===== config.mk =====
export PLATFORM = sky130hd
export DESIGN_NAME = simon_seq_engine
export DESIGN_NICKNAME = d
export VERILOG_FILES = /design/src/rtl/simon_seq_engine.sv
export SDC_FILE = /design/constraint.sdc
export NUM_CORES = 1
export LEC_CHECK = 0
export CAP_MARGIN = 30
export CELL_PAD_IN_SITES_DETAIL_PLACEMENT = 1
export CELL_PAD_IN_SITES_GLOBAL_PLACEMENT = 2
export CORE_MARGIN = 2
export CORE_UTILIZATION = 23
export CTS_CLUSTER_DIAMETER = 80
export CTS_CLUSTER_SIZE = 12
export DETAILED_ROUTE_END_ITERATION = 8
export PLACE_DENSITY_LB_ADDON = 0.1
export SLEW_MARGIN = 20
export SYNTH_ARGS = -nofsm -noshare
export SYNTH_HDL_FRONTEND = slang
export SYNTH_SLANG_ARGS = --single-unit

===== constraint.sdc =====
create_clock -name Clk -period 3.5 [get_ports Clk]
set_clock_uncertainty 0.1 [all_clocks]
set_input_delay 0.7 -clock Clk [delete_from_list [all_inputs] [get_ports Clk]]
set_output_delay 0.7 -clock Clk [all_outputs]
set_load 0.005 [all_outputs]

===== src/rtl/simon_seq_engine.sv =====
`default_nettype none
// ============================================================================
// Module   : simon_seq_engine
// Purpose  : Parametrised Simon game sequencer. A free-running 16-bit Galois
//            LFSR supplies one new colour per round, which is appended to a
//            sequence RAM. Each round the whole sequence is played back with
//            timed lit/dark phases, then the player's presses are checked
//            against it with an inactivity timeout.
// Ports    : Clk          - system clock
//            Reset        - asynchronous, active-high reset
//            Start        - level, starts/restarts a game
//            ON           - game-enable switch; low forces EXIT
//            Btn          - debounced single-cycle press pulses, bit k = colour k
//            state_onehot - {EXIT,WIN,LOST,INPUT,GAP,SHOW,GEN,INITIAL}
//            level        - current round (1..MAX_LEVEL), 0 when idle
//            score        - accumulated, saturating score
//            show_valid   - high while a playback colour is lit
//            show_color   - colour being played, 0 when dark
//            press_ok     - one-cycle pulse after each correct press
//            lost_timeout - high in LOST when the loss was a timeout
// Revision : 1.0 - initial release
// ============================================================================
module simon_seq_engine #(
    parameter int          MAX_LEVEL      = 16,
    parameter int          COLOR_W        = 2,
    parameter int          SHOW_CYCLES    = 25000000,
    parameter int          GAP_CYCLES     = 12500000,
    parameter int          TIMEOUT_CYCLES = 250000000,
    parameter logic [15:0] LFSR_SEED      = 16'hACE1,
    parameter int          SCORE_W        = 8,
    localparam int         NUM_COLORS     = 2**COLOR_W,
    localparam int         LEVEL_W        = $clog2(MAX_LEVEL+1)
) (
    input  logic                  Clk,
    input  logic                  Reset,
    input  logic                  Start,
    input  logic                  ON,
    input  logic [NUM_COLORS-1:0] Btn,
    output logic [7:0]            state_onehot,
    output logic [LEVEL_W-1:0]    level,
    output logic [SCORE_W-1:0]    score,
    output logic                  show_valid,
    output logic [COLOR_W-1:0]    show_color,
    output logic                  press_ok,
    output logic                  lost_timeout
);

    localparam int c_t_max1   = (SHOW_CYCLES > GAP_CYCLES) ? SHOW_CYCLES : GAP_CYCLES;
    localparam int c_t_max    = (c_t_max1 > TIMEOUT_CYCLES) ? c_t_max1 : TIMEOUT_CYCLES;
    localparam int c_timer_w  = $clog2(c_t_max + 1);
    localparam int c_idx_w    = $clog2(MAX_LEVEL);
    // Galois feedback mask for x^16 + x^14 + x^13 + x^11
    localparam logic [15:0] c_lfsr_mask = 16'hB400;

    typedef enum logic [7:0] {
        S_INITIAL = 8'b0000_0001,
        S_GEN     = 8'b0000_0010,
        S_SHOW    = 8'b0000_0100,
        S_GAP     = 8'b0000_1000,
        S_INPUT   = 8'b0001_0000,
        S_LOST    = 8'b0010_0000,
        S_WIN     = 8'b0100_0000,
        S_EXIT    = 8'b1000_0000
    } state_t;

    state_t                 r_state,   w_state_nx;
    logic [LEVEL_W-1:0]     r_level,   w_level_nx;
    logic [SCORE_W-1:0]     r_score,   w_score_nx;
    logic [c_idx_w-1:0]     r_idx,     w_idx_nx;
    logic [c_timer_w-1:0]   r_timer,   w_timer_nx;
    logic                   r_press_ok, w_press_ok_nx;
    logic                   r_lost_to,  w_lost_to_nx;
    logic [15:0]            r_lfsr;
    logic                   w_seq_we;

    logic [COLOR_W-1:0]     r_seq [MAX_LEVEL];

    logic [COLOR_W-1:0]     w_cur_color;
    logic [NUM_COLORS-1:0]  w_expect_btn;
    logic                   w_last_idx;
    logic [c_idx_w-1:0]     w_gen_idx;
    logic [SCORE_W:0]       w_score_sum;

    assign w_cur_color  = r_seq[r_idx];
    assign w_expect_btn = NUM_COLORS'(1) << w_cur_color;
    assign w_last_idx   = (LEVEL_W'(r_idx) == (r_level - LEVEL_W'(1)));
    assign w_gen_idx    = c_idx_w'(r_level - LEVEL_W'(1));
    assign w_score_sum  = {1'b0, r_score} + (SCORE_W+1)'(r_level);

    // LFSR runs continuously so the colour drawn at GEN depends on how long
    // the player took, which is what makes the sequence unpredictable.
    always_ff @(posedge Clk or posedge Reset) begin
        if (Reset) begin
            r_lfsr <= LFSR_SEED;
        end else begin
            r_lfsr <= {1'b0, r_lfsr[15:1]} ^ (r_lfsr[0] ? c_lfsr_mask : 16'h0000);
        end
    end

    // Sequence RAM: no reset, every entry is written in GEN before it is read.
    always_ff @(posedge Clk) begin
        if (w_seq_we) begin
            r_seq[w_gen_idx] <= r_lfsr[COLOR_W-1:0];
        end
    end

    always_ff @(posedge Clk or posedge Reset) begin
        if (Reset) begin
            r_state    <= S_INITIAL;
            r_level    <= '0;
            r_score    <= '0;
            r_idx      <= '0;
            r_timer    <= '0;
            r_press_ok <= 1'b0;
            r_lost_to  <= 1'b0;
        end else begin
            r_state    <= w_state_nx;
            r_level    <= w_level_nx;
            r_score    <= w_score_nx;
            r_idx      <= w_idx_nx;
            r_timer    <= w_timer_nx;
            r_press_ok <= w_press_ok_nx;
            r_lost_to  <= w_lost_to_nx;
        end
    end

    always_comb begin
        w_state_nx    = r_state;
        w_level_nx    = r_level;
        w_score_nx    = r_score;
        w_idx_nx      = r_idx;
        w_timer_nx    = r_timer;
        w_press_ok_nx = 1'b0;
        w_lost_to_nx  = r_lost_to;
        w_seq_we      = 1'b0;

        case (r_state)
            S_EXIT, S_INITIAL: begin
                w_level_nx   = '0;
                w_score_nx   = '0;
                w_lost_to_nx = 1'b0;
                if (Start && ON) begin
                    if (r_state == S_EXIT) begin
                        w_state_nx = S_INITIAL;
                    end else begin
                        w_state_nx = S_GEN;
                        w_level_nx = LEVEL_W'(1);
                    end
                end
            end
            S_GEN: begin
                w_seq_we   = 1'b1;
                w_idx_nx   = '0;
                w_timer_nx = '0;
                w_state_nx = S_SHOW;
            end
            S_SHOW: begin
                if (r_timer == c_timer_w'(SHOW_CYCLES - 1)) begin
                    w_timer_nx = '0;
                    w_state_nx = S_GAP;
                end else begin
                    w_timer_nx = r_timer + c_timer_w'(1);
                end
            end
            S_GAP: begin
                if (r_timer == c_timer_w'(GAP_CYCLES - 1)) begin
                    w_timer_nx = '0;
                    if (w_last_idx) begin
                        w_idx_nx   = '0;
                        w_state_nx = S_INPUT;
                    end else begin
                        w_idx_nx   = r_idx + c_idx_w'(1);
                        w_state_nx = S_SHOW;
                    end
                end else begin
                    w_timer_nx = r_timer + c_timer_w'(1);
                end
            end
            S_INPUT: begin
                // A press always takes priority over a coincident timeout.
                if (Btn != '0) begin
                    if (Btn == w_expect_btn) begin
                        w_press_ok_nx = 1'b1;
                        w_timer_nx    = '0;
                        if (!w_last_idx) begin
                            w_idx_nx = r_idx + c_idx_w'(1);
                        end else begin
                            w_score_nx = w_score_sum[SCORE_W] ? '1 : w_score_sum[SCORE_W-1:0];
                            if (r_level == LEVEL_W'(MAX_LEVEL)) begin
                                w_state_nx = S_WIN;
                            end else begin
                                w_level_nx = r_level + LEVEL_W'(1);
                                w_state_nx = S_GEN;
                            end
                        end
                    end else begin
                        w_lost_to_nx = 1'b0;
                        w_state_nx   = S_LOST;
                    end
                end else if (r_timer == c_timer_w'(TIMEOUT_CYCLES - 1)) begin
                    w_lost_to_nx = 1'b1;
                    w_state_nx   = S_LOST;
                end else begin
                    w_timer_nx = r_timer + c_timer_w'(1);
                end
            end
            S_LOST, S_WIN: begin
                if (Start && ON) begin
                    w_state_nx   = S_INITIAL;
                    w_level_nx   = '0;
                    w_score_nx   = '0;
                    w_lost_to_nx = 1'b0;
                end
            end
            default: begin
                w_state_nx   = S_INITIAL;
                w_level_nx   = '0;
                w_score_nx   = '0;
                w_idx_nx     = '0;
                w_timer_nx   = '0;
                w_lost_to_nx = 1'b0;
            end
        endcase

        // Switching the game off wins over every other transition.
        if (!ON && (r_state != S_EXIT)) begin
            w_state_nx    = S_EXIT;
            w_level_nx    = '0;
            w_score_nx    = '0;
            w_idx_nx      = '0;
            w_timer_nx    = '0;
            w_press_ok_nx = 1'b0;
            w_lost_to_nx  = 1'b0;
            w_seq_we      = 1'b0;
        end
    end

    assign state_onehot = r_state;
    assign level        = r_level;
    assign score        = r_score;
    assign show_valid   = (r_state == S_SHOW);
    assign show_color   = show_valid ? w_cur_color : '0;
    assign press_ok     = r_press_ok;
    assign lost_timeout = r_lost_to;

endmodule
`default_nettype wire


# Word-level counts from Yosys, hierarchy flattened
# Memories as Yosys holds them, arrays and structs flattened.
# Cells that the tools add are included.
dict set report word_totals {
  reg_bits 71
  ram_bits 32
  inputBits 8
  out_inout_bits 26
  word_cells 122
  n_memories 1
}
dict set report classes {
  addsub 5
  n_eq_ne 32
  shifts 1
  mux 59
  bitwise 1
  n_reduce_logical 15
}
# name words width read_ports rd_ports_with_merged_regs write_ports line_no
set memory_table {}
lappend memory_table {r_seq 16 2 1 0 1 76} ;# logic [COLOR_W-1:0] r_seq [MAX_LEVEL];
# operator count
set ops {}
lappend ops {{$mux W28} 6}
lappend ops {{$mux W8} 15}
lappend ops {{$pmux W28 S4} 1}
lappend ops {{$pmux W8 S6} 1}
lappend ops {{$mux W5} 7}
lappend ops {{$add A28 B1 Y28 const B} 1}
lappend ops {{$eq A28 B24 Y1 const B} 1}
lappend ops {{$eq A28 B25 Y1 const B} 1}
lappend ops {{$eq A28 B28 Y1 const B} 1}
lappend ops {{$mux W4} 6}
lappend ops {{$ne A3 B3 Y1 const B} 8}
lappend ops {{$pmux W8 S3} 1}
lappend ops {{$pmux W5 S4} 1}
lappend ops {{$mux W16} 1}
lappend ops {{$ne A4 B4 Y1 const B} 4}
lappend ops {{$xor A15 B16 Y16} 1}
lappend ops {{$mux W1} 15}
lappend ops {{$pmux W4 S3} 1}
lappend ops {{$reduce_and A6 Y1} 2}
lappend ops {{$reduce_and A5 Y1} 2}
lappend ops {{$add A8 B5 Y9} 1}
lappend ops {{$eq A8 B1 Y1 const B} 1}
lappend ops {{$eq A8 B2 Y1 const B} 1}
lappend ops {{$eq A8 B3 Y1 const B} 1}
lappend ops {{28 further kinds} 33}

# Longest topological paths before layout
# Gate-level depths: netlist of the first run.
dict set report depth {
  depth_word 7
  depth_mapped 11
  mapped_depth_nobuf 9
}

# Least setup slack after synthesis of the first run
# No wires, ideal clock.
dict set report synth_timing {
  kind {flip-flop to flip-flop}
  from {register r_level[0] (netlist: level[0])}
  to {register r_score[5] (netlist: score[5])}
  setup_ns 0.133
  arrival_ns 2.838
  required_time_ns 3.267
  path_slack_ns 0.429
  stages_incl_launch_ff 12
  path_buffers 2
  period_less_slack_ns 3.071
  path_cell_list {dfrtp_1 inv_1 ha_1 clkbuf_1 o21ba_2 a221oi_1 o211a_1 clkbuf_1 nand2b_1 or2_2 o311ai_0 nand2_1}
}
dict set report synth_via {
  elab_chain_len 7
  word_cells_on_any_way 11
  classes_between {add/sub (2); eq/ne (2); mux (6); reduce/logical (1)}
}
# element line_no
set synth_lines {}
lappend synth_lines {{from (decl)} 67} ;# logic [LEVEL_W-1:0] r_level, w_level_nx;
lappend synth_lines {{from (signal assigned)} 118} ;# r_level <= w_level_nx;
lappend synth_lines {{$add A8 B5 Y9} 88} ;# assign w_score_sum = {1'b0, r_score} + (SCORE_W+1)'(r_level);
lappend synth_lines {{$mux W8} 188} ;# w_score_nx = w_score_sum[SCORE_W] ? '1 : w_score_sum[SCORE_W-1:0];
lappend synth_lines {{$mux W8} 185} ;# if (!w_last_idx) begin
lappend synth_lines {{$mux W8} 182} ;# if (Btn == w_expect_btn) begin
lappend synth_lines {{$mux W8} 181} ;# if (Btn != '0) begin
lappend synth_lines {{$pmux W8 S3} 137} ;# case (r_state)
lappend synth_lines {{$mux W8} 226} ;# if (!ON && (r_state != S_EXIT)) begin
lappend synth_lines {{to (signal assigned)} 119} ;# r_score <= w_score_nx;
lappend synth_lines {{to (decl)} 68} ;# logic [SCORE_W-1:0] r_score, w_score_nx;
# Several ways; a longest one is shown, not always the timed one. The select of a mux whose other input is x is not followed.
# A chain may end at the register's enable or synchronous reset.

# Final worst setup path of the first run
dict set report layout_timing {
  from {register r_idx[2]}
  to {register r_level[2] (netlist: level[2])}
}
dict set report layout_via {
  elab_chain_len 5
  word_cells_on_any_way 7
  classes_between {eq/ne (4); shift (1); reduce/logical (1); memory (1)}
}
# element line_no
set layout_lines {}
lappend layout_lines {{from (decl)} 69} ;# logic [c_idx_w-1:0] r_idx, w_idx_nx;
lappend layout_lines {{from (signal assigned)} 120} ;# r_idx <= w_idx_nx;
lappend layout_lines {{$mem_v2 Z16 W2} --}
lappend layout_lines {{$shl A1 B2 Y4} 85} ;# assign w_expect_btn = NUM_COLORS'(1) << w_cur_color;
lappend layout_lines {{$eq A4 B4 Y1} 182}
lappend layout_lines {{$ne A3 B3 Y1 (no source line)} --}
lappend layout_lines {{$reduce_and A6 Y1 (no source line) *} --}
# Every way passes the cells marked *; elsewhere a longest branch is shown, timed or not.

==> results of run 1 <==
critical path, cell delays in order, from the launching register on:
cell       delay, ns
dfrtp_2         0.44
buf_12          0.16
mux2i_1         0.13
mux4_2          0.52
buf_4           0.16
mux2_4          0.30
a2111oi_4       0.40
buf_4           0.19
o311ai_2        0.10
buf_4           0.21
or4_1           0.41
nand2_1         0.08
where the power goes:
| part | total, mW | switching, mW | internal, mW |
|---|---|---|---|
| Combinational | 0.736 | 0.440 | 0.295 |
| Clock | 1.10 | 0.545 | 0.553 |
| Sequential | 1.30 | 0.0382 | 1.26 |
logic make-up (layout without fill, tap and decap cells):
logic type	count (synthesis)	after routing
flip-flops	103	103
XOR/XNOR	19	19
other	0	1
multiplexers	27	27
adder cells (fa/ha/maj)	14	14
buffers and inverters	46	116
AND/OR/NAND/NOR	215	215
AO/OA/AOI/OAI	137	137
final timing paths:
check                                   to  slack (ns)  startpoint  cells past startpoint
min                              r_lfsr[1]        0.25   r_lfsr[2]                      0
min in group asynchronous       r_lfsr[12]        0.63       Reset                      2
max reg2reg                       level[2]        0.22    r_idx[2]                     11
max in group asynchronous  state_onehot[0]        1.97       Reset                      3
min reg2reg                      r_lfsr[1]        0.25   r_lfsr[2]                      0
max                               level[2]        0.22    r_idx[2]                     11
repair_timing:
item                                    in CTS  in global routing
setup buffers                                0                  3
gates resized for setup                      3                  4
endpoints found under the setup margin       2                  3
cells in the final DEF, fill, tap and decap left out, drive strengths merged, types with 5 or more instances in the layout:
cell type | Yosys | final
a21oi | 33 | 33
a22o | 5 | 5
a31oi | 17 | 17
a41oi | 6 | 6
buf | 10 | 49
clkbuf | 18 | 10
clkdlybuf4s50 | 0 | 31
dfrtp | 62 | 62
dfstp | 9 | 9
edfxtp | 32 | 32
ha | 13 | 13
inv | 18 | 20
mux2 | 6 | 6
mux2i | 16 | 16
mux4 | 5 | 5
nand2 | 53 | 53
nand3 | 19 | 19
nand4 | 11 | 11
nand4b | 5 | 5
nor2 | 52 | 52
nor3 | 20 | 20
nor3b | 7 | 7
nor4 | 9 | 9
o21a | 10 | 10
o21ai | 11 | 11
o2bb2ai | 6 | 6
o311ai | 5 | 5
or4 | 6 | 6
xnor2 | 9 | 9
xor2 | 9 | 9
registers in the layout (all words and copies together) (netlist names):
signal / cells
r_seq: 32
r_timer: 28
r_lfsr: 16
score: 8
state_onehot: 8
level: 5
r_idx: 4
lost_timeout: 1
press_ok: 1
area by class of cell:
type,instances,area (sq um)
fill,2808,17800
multi-input combinational,412,2870
sequential,103,2750
timing repair buffer,82,741
tap,330,413
clock buffer,10,250
clock inverter,6,73.8
inverter,18,67.6
antenna,1,2.50
layer usage:
layer	up-vias	track usage [%]	share of wire [%]
met5	-	0	0.18
met4	6	3.54	1.1
met3	18	3.00	3.4
met2	58	24.5	47
met1	2418	20.4	49
li1	2253	-	-
stage by stage:
step / setup WS, ns / instance area [sq um]
6_report: 0.219 / 7170
2_1_floorplan: 0.429 / 5800
3_3_place_gp: 0.233 / 6790
3_5_place_dp: 0.195 / 6790
5_1_grt: 0.0790 / 7170
4_1_cts: 0.000736 / 7120
==> metrics.yaml, run 1 <==
layout.nets: 648
ys_seq_area_share_pct: 47.4
grt_antenna_before_repair: 4
yosys.area_share.simple_pct: 19.5
drv_cap: 0
netlist.top_cell.by_area: "dfrtp_1"
synth_most_common_cell: "dfrtp_1"
ir_drop_mv: 0.195
grt_pass1_wl_microns: 30300
power_mw: 3.13
async_flop_share_pct: 68.9
wire_per_inst_microns: 19.6
synth_top_area_share_pct: 26.8
drtAntennaViolNets: 0
ys_top_cells_by_count: "dfrtp_1 (62), nand2_1 (53), nor2_1 (52)"
crit_fanout: 14
die-area_sq_um: 26500
cts_buffers: 9
pin_count: 34
viasPerCell: 4.94
vias: 4753
synth.area.top_cells: "dfrtp_1 (27%), edfxtp_1 (17%), dfstp_2 (4.1%)"
critPathKind: "register to register"
setup_tns_ns: 0
root_buffer: "clkbuf_16"
clock_latency_ns: 0.37
synth_edf_count: 32
die_w_microns: 163
track_usage_pct: 15.0
die_h_microns: 163
hpwl_microns: 13900
required_ns: 3.70
cp-end-kind: "register"
p_leak_nw: 2.76
drive_above_1_share_pct: 17.4
hold_viol: 0
drtIter0Drc: 249
synthMuxAreaShare_pct: 5.94
ys_ff_latch: 103
crit_path_start_kind: "register"
fp.coreArea_sq_um: 25000
ctsHoldBuffers: 0
outcome: "finished, final reports clean"
overflow: 0
fin_crit_sh_pct: 93.8
clk_pin_slew_ns: 0.08
synth_ff_type: "dfrtp_1"
hold_ws_ns: 0.249
ys_types: 80
grt_pass1_vias: 5041
worstPathArrival_ns: 3.48
start_util_pct: 23.2
syn_area_per_cell_sq_um: 10.3
clock_sinks: 103
num_rows: 58
areaGrowthSynthToFinish_pct: 23.7
setup_viol: 0
utilization_pct: 28.7
hold_class: "register to register"
slew_headroom_pct: 52.9
synth_nets: 583
numPortBuffers: 33
syn_inst: 561
drt_first_pass_iters: 5
gp_congestion: 0.745
synthesis.area_sq_um: 5800
cts_htree_levels: 3
synth_xor_area_share_pct: 3.11
cts_max_path_buffers: 2
fmax_ghz: 0.305
postRouteWirelength_microns: 18900
yosysWarnings: 0
final_max_slew_viol_count: 0
drcViolationCount: 0
rsz0062_at_grt: "no"
finalNonFillerCells: 962
synth_top_family_by_area: "simple AND/OR/NAND/NOR gates"
grt_start_max_net_pins: 38
synth_compound_area_share_pct: 17.5
dp.cells: 942
p_per_area_nw_per_um2: 437
worstMarginPinSlew_ns: 0.701
synthAdderAreaFrac_pct: 3.15
finalCriticalPeriod_ns: 3.28
cts_tree: "yes"
Power figures use the tool's default switching activity.
==> run 2: changes to the inputs <==
- GPL_TIMING_DRIVEN: default -> 1
- SKIP_CTS_REPAIR_TIMING: default -> 1
==> results of run 2 <==
The final DEF is identical to that of run 1; final timing and power are the same.
==> run 3: changes to the inputs <==
- ABC_CLOCK_PERIOD_IN_PS: default -> 4150
- clock period: 3.5 -> 4.15 ns (I/O delays scaled with it)
==> metrics.yaml, run 3 (same netlist as run 1, synthesis figures left out) <==
outcome: "finished, final reports clean"  # unchanged
clock_sinks: 103  # unchanged
overflow: 0  # unchanged
setup_tns_ns: 0  # unchanged
vias: 4657  # was 4,753
hold_class: "register to register"  # unchanged
slew_headroom_pct: 47.4  # was 52.9%
viasPerCell: 4.96  # was 4.94
fillCellCount: 2826  # was 2,808
ir_drop_mv: 0.154  # was 0.195 mV
drtAntennaViolNets: 0  # unchanged
root_buffer: "clkbuf_16"  # unchanged
final_max_slew_viol_count: 0  # unchanged
wire_per_inst_microns: 19.7  # was 19.6 microns
critPathKind: "register to output port"  # was register to register
finalNonFillerCells: 938  # was 962
rsz0062_at_grt: "no"  # unchanged
final_cell_mix: "dfrtp_1 (62), nand2_1 (53), nor2_1 (52)"  # was dfrtp_1 (60), nand2_1 (53), nor2_1 (52)
crit_fanout: 15  # was 14
cts_tree: "yes"  # unchanged
diodes: 0  # was 1
final_common_cell: "dfrtp_1"  # unchanged
grt_antenna_before_repair: 0  # was 4
fmax_ghz: 0.251
worstMarginPinSlew_ns: 0.784  # was 0.701 ns
largest_reg_flops: 32  # unchanged
die_w_microns: 163  # unchanged
clock_latency_ns: 0.36  # was 0.37 ns
drv_cap: 0  # unchanged
fp.coreArea_sq_um: 25000  # unchanged
required_ns: 3.22  # was 3.70 ns
p_per_area_nw_per_um2: 367  # was 437 nW/um^2
power_mw: 2.54  # was 3.13 mW
finalCriticalPeriod_ns: 3.98
p_leak_nw: 2.58  # was 2.76 nW
grt_pass1_vias: 4887  # was 5,041
drcViolationCount: 0  # unchanged
numPortBuffers: 33  # unchanged
die-area_sq_um: 26500  # unchanged
worstPathArrival_ns: 3.05  # was 3.48 ns
setup_viol: 0  # unchanged
start_util_pct: 23.2  # unchanged
grt_start_max_net_pins: 72  # was 38
die_h_microns: 163  # unchanged
drive_above_1_share_pct: 13.7  # was 17.4%
gp_congestion: 0.768  # was 0.745
cts_htree_levels: 3  # unchanged
cts_max_path_buffers: 2  # unchanged
grt_pass1_wl_microns: 29600  # was 30,300 microns
drt_first_pass_iters: 4  # was 5
pin_count: 34  # unchanged
dp.cells: 922  # was 942
drtIter0Drc: 202  # was 249
layout.nets: 625  # was 648
track_usage_pct: 14.7  # was 15.0%
cp-end-kind: "output port"  # was register
fin_crit_sh_pct: 96.0
hpwl_microns: 13400  # was 13,900 microns
num_rows: 58  # unchanged
crit_path_start_kind: "register"  # unchanged
hold_viol: 0  # unchanged
postRouteWirelength_microns: 18500  # was 18,900 microns
reg.largest.list: "r_seq x32, r_timer x28, r_lfsr x16"  # unchanged
cts_buffers: 9  # unchanged
clk_pin_slew_ns: 0.08  # about the same
largest-register: "r_seq"  # unchanged
areaGrowthSynthToFinish_pct: 19.6  # was 23.7%
-- run 3: changes by cell type in the layout (fill, tap and decap cells not counted), sizes merged --
cell           delta
clkdlybuf4s50     +2
diode             -1
buf              -23
clkbuf            -1
dlymetal6s2s      -2
clkinv            -1
clkinvlp          +2
-- run 3: cell type report --
cell class                      count  area, sq um  area share (%)
Inverter                           18         67.6           0.975
Sequential cell                   103         2750            39.7
Tap cell                          330          413            5.96
Multi-Input combinational cell    412         2850            41.1
Clock inverter                      7         86.3            1.25
Timing Repair Buffer               59          538            7.76
Clock buffer                        9          225            3.25
-- run 3: final timing paths --
check                      cells past startpoint               to  slack, ns       from
setup reg to reg                               9       r_timer[7]       0.41   r_idx[2]
hold / removal                                 0        r_lfsr[3]       0.25  r_lfsr[4]
setup / recovery                               7    show_color[1]       0.17   r_idx[2]
max in group asynchronous                      3  state_onehot[0]       2.80      Reset
min in group asynchronous                      3       r_lfsr[12]       0.76      Reset
hold reg to reg                                0        r_lfsr[3]       0.25  r_lfsr[4]
-- run 3: routing by layer --
| layer | vias to the layer above | GRT usage (%) | part of all wire, % |
|---|---|---|---|
| li1 | 2213 | - | - |
| met1 | 2363 | 21.1 | 51 |
| met2 | 66 | 23.0 | 44 |
| met3 | 15 | 2.55 | 3.1 |
| met4 | 0 | 3.78 | 1.2 |
| met5 | - | 0 | 0 |
-- run 3: where the power goes --
| part | internal [mW] | total [mW] | switching (mW) |
|---|---|---|---|
| Sequential | 1.06 | 1.10 | 0.0317 |
| Combinational | 0.198 | 0.556 | 0.358 |
| Clock | 0.432 | 0.892 | 0.460 |
-- run 3: worst max-delay path, stage by stage, from the launching register on --
cell             delay [ns]
dfrtp_1                0.56
buf_4                  0.33
mux2i_1                0.14
mux4_2                 0.53
mux2i_1                0.32
buf_4                  0.19
and2_1                 0.12
clkdlybuf4s50_1        0.49
-- run 3: per-stage QoR --
stage	instance area [sq um]	hold WS (ns)	util (%)	setup WS (ns)
4_1_cts	6930	0.256	27.8	0.110
5_1_grt	6930	0.260	27.8	0.00612
3_5_place_dp	6620	0.239	26.5	0.406
6_report	6930	0.254	27.8	0.167
3_3_place_gp	6620	0.236	26.5	0.471
2_1_floorplan	5800	0.231	-	1.08
